==> src/rtl/hex_display_bank.sv <==
// hex_display_bank
//   Drives NUM_DIGITS seven-segment digits from one latched word of nibbles.
//   Each digit can be blanked, blinked, or suppressed as a leading zero.
//   The pins are registered. A value sampled with load=1 reaches hex two
//   edges after the sample.
//
// Ports
//   clk         in   rising-edge system clock
//   reset       in   asynchronous, active-high; clears all state, hex goes dark
//   load        in   1: capture value/blank_mask/blink_mask/lz_en this edge
//   value       in   4*NUM_DIGITS  nibble i drives digit i (digit 0 = LSN)
//   blank_mask  in   NUM_DIGITS    bit i=1: digit i always dark
//   blink_mask  in   NUM_DIGITS    bit i=1: digit i dark in the blink off phase
//   lz_en       in   1: suppress leading zeros (digit 0 is never suppressed)
//   hex         out  7*NUM_DIGITS  hex[7i+6:7i] = segments g..a of digit i
//
// Handshake: there is no back-pressure. load is a one-cycle strobe sampled
// on every rising edge. The shadow registers hold while load=0.
module hex_display_bank #(
  parameter int NUM_DIGITS = 6,
  parameter int BLINK_DIV  = 25_000_000,
  parameter int ACTIVE_LOW = 1
) (
  input  logic                    clk,
  input  logic                    reset,
  input  logic                    load,
  input  logic [4*NUM_DIGITS-1:0] value,
  input  logic [NUM_DIGITS-1:0]   blank_mask,
  input  logic [NUM_DIGITS-1:0]   blink_mask,
  input  logic                    lz_en,
  output logic [7*NUM_DIGITS-1:0] hex
);

  localparam int            CW       = $clog2(BLINK_DIV + 1);
  localparam logic [CW-1:0] CNT_MAX  = CW'(BLINK_DIV - 1);
  localparam logic [6:0]    DARK_PIN = (ACTIVE_LOW != 0) ? 7'h7F : 7'h00;

  // Active-low segment code, bits g..a.
  function automatic logic [6:0] seg_code(input logic [3:0] n);
    logic [6:0] c;
    case (n)
      4'h0: c = 7'h40;
      4'h1: c = 7'h79;
      4'h2: c = 7'h24;
      4'h3: c = 7'h30;
      4'h4: c = 7'h19;
      4'h5: c = 7'h12;
      4'h6: c = 7'h02;
      4'h7: c = 7'h58;
      4'h8: c = 7'h00;
      4'h9: c = 7'h10;
      4'hA: c = 7'h08;
      4'hB: c = 7'h03;
      4'hC: c = 7'h27;
      4'hD: c = 7'h21;
      4'hE: c = 7'h06;
      default: c = 7'h0E;
    endcase
    return c;
  endfunction

  // Shadow registers. They are written only on load and cleared by reset.
  logic [4*NUM_DIGITS-1:0] value_q;
  logic [NUM_DIGITS-1:0]   blank_q;
  logic [NUM_DIGITS-1:0]   blink_q;
  logic                    lz_q;

  always_ff @(posedge clk or posedge reset) begin
    if (reset) begin
      value_q <= '0;
      blank_q <= '0;
      blink_q <= '0;
      lz_q    <= 1'b0;
    end else if (load) begin
      value_q <= value;
      blank_q <= blank_mask;
      blink_q <= blink_mask;
      lz_q    <= lz_en;
    end
  end

  // Free-running blink timer. load does not touch it, so a reload never
  // shifts the blink edge.
  logic [CW-1:0] blink_cnt;
  logic          phase_off;

  always_ff @(posedge clk or posedge reset) begin
    if (reset) begin
      blink_cnt <= '0;
      phase_off <= 1'b0;
    end else if (blink_cnt == CNT_MAX) begin
      blink_cnt <= '0;
      phase_off <= ~phase_off;
    end else begin
      blink_cnt <= blink_cnt + CW'(1);
    end
  end

  // Digit decode. The scan runs from the top digit down, and zero_run
  // tracks whether every nibble from the top through the current digit is
  // zero. It uses the raw value, so blanking a digit does not change which
  // digits count as leading.
  logic [7*NUM_DIGITS-1:0] hex_d;
  logic [3:0]              nib;
  logic                    zero_run;
  logic                    dark;
  logic [6:0]              code;

  always_comb begin
    hex_d    = '0;
    nib      = 4'h0;
    zero_run = 1'b1;
    dark     = 1'b0;
    code     = 7'h7F;
    for (int i = NUM_DIGITS - 1; i >= 0; i--) begin
      nib      = value_q[4*i +: 4];
      zero_run = zero_run & (nib == 4'h0);
      dark     = blank_q[i] | (lz_q & (i > 0) & zero_run) | (blink_q[i] & phase_off);
      code     = dark ? 7'h7F : seg_code(nib);
      hex_d[7*i +: 7] = (ACTIVE_LOW != 0) ? code : ~code;
    end
  end

  always_ff @(posedge clk or posedge reset) begin
    if (reset) begin
      hex <= {NUM_DIGITS{DARK_PIN}};
    end else begin
      hex <= hex_d;
    end
  end

endmodule

==> config.mk <==
export PLATFORM = sky130hd
export DESIGN_NAME = hex_display_bank
export DESIGN_NICKNAME = d
export VERILOG_FILES = /design/src/rtl/hex_display_bank.sv
export SDC_FILE = /design/constraint.sdc
export NUM_CORES = 1
export LEC_CHECK = 0
export ABC_AREA = 1
export CAP_MARGIN = 20
export CORE_UTILIZATION = 55
export DETAILED_ROUTE_END_ITERATION = 16
export PLACE_DENSITY = 0.81
export SYNTH_ARGS = -nofsm -noshare
export SYNTH_HDL_FRONTEND = slang
export SYNTH_SLANG_ARGS = --single-unit
==> constraint.sdc <==
create_clock -name clk -period 4.2 [get_ports clk]
set_clock_uncertainty 0.1 [all_clocks]
set_input_delay 1.05 -clock clk [delete_from_list [all_inputs] [get_ports clk]]
set_output_delay 1.05 -clock clk [all_outputs]
set_load 0.01 [all_outputs]
-- Word-level counts from Yosys, hierarchy flattened
Memories as Yosys holds them, arrays and structs flattened.
Index checks and enable logic that the tools add are counted.
- $add $sub $neg: 1
- eq/ne operators: 1
- muxes and demuxes: 7
- bitwise gates (word level): 27
- reductions and logical operators: 5
- operators by type and width (cell ; count):
    $mux 7 ; 6
    $add 25x1->25 const B ; 1
    $eq 25x25->1 const B ; 1
    $mux 25 ; 1
    $logic_not 4->1 ; 5
    $and 1x1->1 ; 15
    $or 1x1->1 ; 11
    $not 1->1 ; 1
- bits in registers: 105
- bits in read-only memories: 672
- input port bits: 40
- output and inout port bits: 42
- logic and storage cells: 54
- memories: 6
- memories (memory ; words ; bits a word ; read ports ; clocked after Yosys merged registers in ; wr ports ; line ; RTL):
    (name not given) ; 16 ; 7 ; 1 ; 0 ; 0 ; 41 ; case (n)
    (name not given) ; 16 ; 7 ; 1 ; 0 ; 0 ; 41 ;
    (name not given) ; 16 ; 7 ; 1 ; 0 ; 0 ; 41 ;
    (name not given) ; 16 ; 7 ; 1 ; 0 ; 0 ; 41 ;
    (name not given) ; 16 ; 7 ; 1 ; 0 ; 0 ; 41 ;
    (name not given) ; 16 ; 7 ; 1 ; 0 ; 0 ; 41 ;

-- Depth between registers and ports, before layout
- word-level depth: 9
- mapped depth: 9
- depth with buffers taken out: 9

-- Worst setup path after synthesis
Ideal clock, no wire load.
- path type: input port to flip-flop
- start: input port load
- end: register blank_q[0]
- setup time: 125 ps
- arrival time: 1749 ps
- data required time: 3975 ps
- path slack: 2226 ps
- stages: 3
- path buffers: 2
- cell sequence: buf_2 -> buf_2 -> mux2_2
- RTL lines (item ; line ; RTL):
    start, declared ; 26 ; input logic load,
    end signal, assigned ; 76 ; blank_q <= blank_mask;
    end, declared ; 64 ; logic [NUM_DIGITS-1:0] blank_q;
No word-level cell between the ends.

-- Worst setup path after layout
- start: register hex[21]
- end: output port hex[21]
- RTL lines (item ; line ; RTL):
    start, declared ; 31 ; output logic [7*NUM_DIGITS-1:0] hex
    start signal, assigned ; 126 ; hex <= {NUM_DIGITS{DARK_PIN}};
No word-level cell between the ends.

==> flow_results.xml <==
<?xml version="1.0" encoding="UTF-8"?>
<metrics>
  <group name="global_routing">
    <metric name="grt_max_degree" unit="">64</metric>
    <metric name="grt_first_pass_wirelength" unit="mm">19.1</metric>
    <metric name="vias_in_the_first_global_route" unit="">4232</metric>
    <metric name="grt_remaining_overflow" unit="">0</metric>
    <metric name="overall_global_routing_resource_usage" unit="">0.235</metric>
    <metric name="antenna_found_initial" unit="">0</metric>
  </group>
  <group name="pwr">
    <metric name="power.leakage" unit="nW">2.93</metric>
    <metric name="irDropWorstVdd" unit="mV">0.269</metric>
    <metric name="power_per_cell_area" unit="mW/mm²">338</metric>
    <metric name="design_power_total" unit="W">0.00223</metric>
  </group>
  <group name="clock_tree">
    <metric name="cts.hold.buffers_added" unit="">0</metric>
    <metric name="tritoncts.num_buffers" unit="">9</metric>
    <metric name="cts_sinks" unit="">105</metric>
    <metric name="clock_tree_from_tritoncts" unit="">yes</metric>
    <metric name="post_cts_buffers" unit="">0</metric>
    <metric name="worst_setup_hold_path_clk_slew" unit="ps">100</metric>
    <metric name="insertion_delay" unit="ps">370</metric>
    <metric name="cts_root_buffer" unit="">clkbuf_8</metric>
    <metric name="htree_levels" unit="">3</metric>
    <metric name="max-clock-path-buffers" unit="">2</metric>
    <metric name="cts_resized" unit="">0</metric>
  </group>
  <group name="setup_path">
    <metric name="timing.critical_path.slowest_stage_cell" unit="">dfstp_2</metric>
    <metric name="crit_path_max_incr_delay" unit="ps">550</metric>
    <metric name="critPathLaunchType" unit="">flip-flop</metric>
    <metric name="crit_type" unit="">reg2out</metric>
    <metric name="worstPathCellList" unit="">clkdlybuf4s50_1</metric>
    <metric name="critical_path.endpoint_type" unit="">primary output</metric>
    <metric name="max_fo_critical_path" unit="">1</metric>
    <metric name="crit_family" unit="">flip-flops</metric>
    <metric name="crit_required" unit="ps">3050</metric>
    <metric name="critPathBufInv" unit="">1</metric>
    <metric name="arrival" unit="ps">1450</metric>
  </group>
  <group name="route">
    <metric name="first_pass_iters" unit="">5</metric>
    <metric name="vias_per_cell" unit="">5.37</metric>
    <metric name="drt_wl_total" unit="mm">11.5</metric>
    <metric name="detailedRoute.firstIterationViolations" unit="">249</metric>
    <metric name="drt.antenna.violating_nets" unit="">0</metric>
    <metric name="drc" unit="">0</metric>
    <metric name="post_drt_wl_per_cell" unit="µm">13.6</metric>
    <metric name="vias" unit="">4539</metric>
  </group>
  <group name="timing">
    <metric name="finalSetupViolations" unit="">0</metric>
    <metric name="max_slew_margin" unit="">0.355</metric>
    <metric name="fin_crit_sh" unit="">0.620</metric>
    <metric name="setup_total_negative_slack" unit="ps">0</metric>
    <metric name="timing_max_transition_violations_final" unit="">0</metric>
    <metric name="max_freq" unit="MHz">384</metric>
    <metric name="finalHoldViolations" unit="">0</metric>
    <metric name="fin_crit" unit="ps">2600</metric>
    <metric name="setup_repair_after_global_routing_missed_its_margin" unit="">no</metric>
    <metric name="worstMarginPinSlew" unit="ps">967</metric>
  </group>
  <group name="status">
    <metric name="run_status" unit="">completed</metric>
  </group>
  <group name="cells_and_area">
    <metric name="num_antenna_cells" unit="">0</metric>
    <metric name="design_area" unit="mm²">0.00660</metric>
    <metric name="final_net_count" unit="">784</metric>
    <metric name="postLayoutCoreUtil" unit="">0.678</metric>
    <metric name="post_layout_nonfiller_instances" unit="">846</metric>
    <metric name="fillers" unit="">785</metric>
    <metric name="synthToLayoutAreaGrowth" unit="%">20.0</metric>
    <metric name="fraction_of_final_layout_cells_sized_beyond_drive_strength_1" unit="">0.126</metric>
  </group>
  <group name="floorplan">
    <metric name="die_height" unit="µm">102</metric>
    <metric name="ios" unit="">82</metric>
    <metric name="core_area" unit="mm²">0.00973</metric>
    <metric name="fp.dieArea" unit="mm²">0.0104</metric>
    <metric name="placement_rows" unit="">36</metric>
    <metric name="floorplan.initialDensity" unit="">0.565</metric>
    <metric name="fp.dieW" unit="µm">102</metric>
  </group>
  <group name="run">
    <metric name="max_cap_violations" unit="">0</metric>
  </group>
  <group name="logic_synthesis">
    <metric name="synth_enable_flop_cells" unit="">0</metric>
    <metric name="post_synth_inst_count" unit="">626</metric>
    <metric name="synthArstFlopShare" unit="">1.00</metric>
    <metric name="netlist-cell-type-count" unit="">40</metric>
    <metric name="flip_flop_cell_with_the_highest_count_after_synthesis" unit="">dfrtp_1</metric>
    <metric name="ys_ff_latch" unit="">105</metric>
    <metric name="synth_most_common_cell" unit="">nand2_1</metric>
    <metric name="syn_area_per_cell" unit="µm²">8.78</metric>
    <metric name="yosys-top-cells-count" unit="">nand2_1 (140), nor2_1 (72), inv_1 (69), dfrtp_1 (63), nand3_1 (44)</metric>
    <metric name="synthesis.area" unit="mm²">0.00550</metric>
    <metric name="synth_top_cells_by_area" unit="">dfrtp_1 (29%), dfstp_2 (20%), nand2_1 (9.6%)</metric>
    <metric name="synth_largest_type_area_fraction" unit="">0.287</metric>
    <metric name="warnings_from_yosys" unit="">0</metric>
    <metric name="synthDominantAreaCellType" unit="">dfrtp_1</metric>
    <metric name="ys_seq_area_frac" unit="">0.488</metric>
    <metric name="synth_nets" unit="">702</metric>
  </group>
  <group name="placed_design">
    <metric name="placedInstanceArea" unit="mm²">0.00643</metric>
    <metric name="hpwl_detailed" unit="mm">8.50</metric>
    <metric name="numPortBuffers" unit="">81</metric>
    <metric name="numPlacedInstances" unit="">830</metric>
    <metric name="place_congestion" unit="">0.904</metric>
  </group>
  <group name="worst_hold_path">
    <metric name="hold_path.class" unit="">reg2reg</metric>
  </group>
</metrics>
==> through the flow <==
stage                     hold slack, ps  worst slack, ps
after global routing                 404             1550
after CTS                            374             1580
after detailed placement             360             1750
after global placement               365             1800
after floorplan                      338              359
final                                373             1600
==> routing by layer <==
metal | GRT usage | vias to the layer above | share of wire
li1 | - | 2201 | -
met1 | 0.289 | 2186 | 0.44
met2 | 0.408 | 127 | 0.49
met3 | 0.0534 | 25 | 0.046
met4 | 0.0813 | 0 | 0.023
met5 | 0 | - | 0
==> flip-flops by register name, summed over array words and instances (netlist names) <==
register	flops
value_q	24
blank_q	6
lz_q	1
hex	42
blink_cnt	25
blink_q	6
phase_off	1
==> cell usage in the layout, fill, tap and decap left out, drive strengths merged, types with 4 or more instances in the layout <==
master	instances
dfstp	42
mux2	11
nand4	11
a31oi	4
nor3	7
clkdlybuf4s50	80
clkinv	5
dfrtp	63
inv	71
o21ai	38
nand3	45
a21oi	14
ha	36
nor2	82
xor2	12
clkbuf	10
nand2	142
o211ai	9
==> where the power goes <==
part           internal, W  switching [W]  leakage [nW]  total, W
logic             0.000227       0.000233          1.61  0.000459
registers          0.00115      0.0000588          1.24   0.00121
clock network     0.000219       0.000346        0.0883  0.000566
total              0.00159       0.000638          2.93   0.00223
==> final timing paths <==
check                               end    startpoint  cells after the start  slack [ps]
max                             hex[21]       hex[21]                      1        1600
min                        blink_cnt[0]  blink_cnt[0]                      1         370
max reg2reg                     hex[33]   value_q[17]                      6        2370
min reg2reg                blink_cnt[0]  blink_cnt[0]                      1         370
max in group asynchronous       hex[24]         reset                      3        2300
min in group asynchronous    blank_q[0]         reset                      2        1020
==> cell families after synthesis <==
| kind of cell | share of synthesized area |
|---|---|
| AOI/OAI and AO/OA | 0.0906 |
| buffers and inverters | 0.0626 |
| and+or+nand+nor | 0.231 |
| xor gates and xnor gates | 0.0239 |
| muxes | 0.0225 |
| DFF | 0.488 |
| adders and majority gates | 0.0819 |
==> layout make-up <==
class / instances / area [µm²] / area share
clock buffer: 10 / 128 / 0.0193
clock inverter: 6 / 42.5 / 0.00645
inverter: 71 / 274 / 0.0415
multi-input combinational: 438 / 2470 / 0.375
sequential: 105 / 2680 / 0.406
tap: 133 / 166 / 0.0252
timing repair buffer: 83 / 833 / 0.126
(Power assumes the default switching activity.)
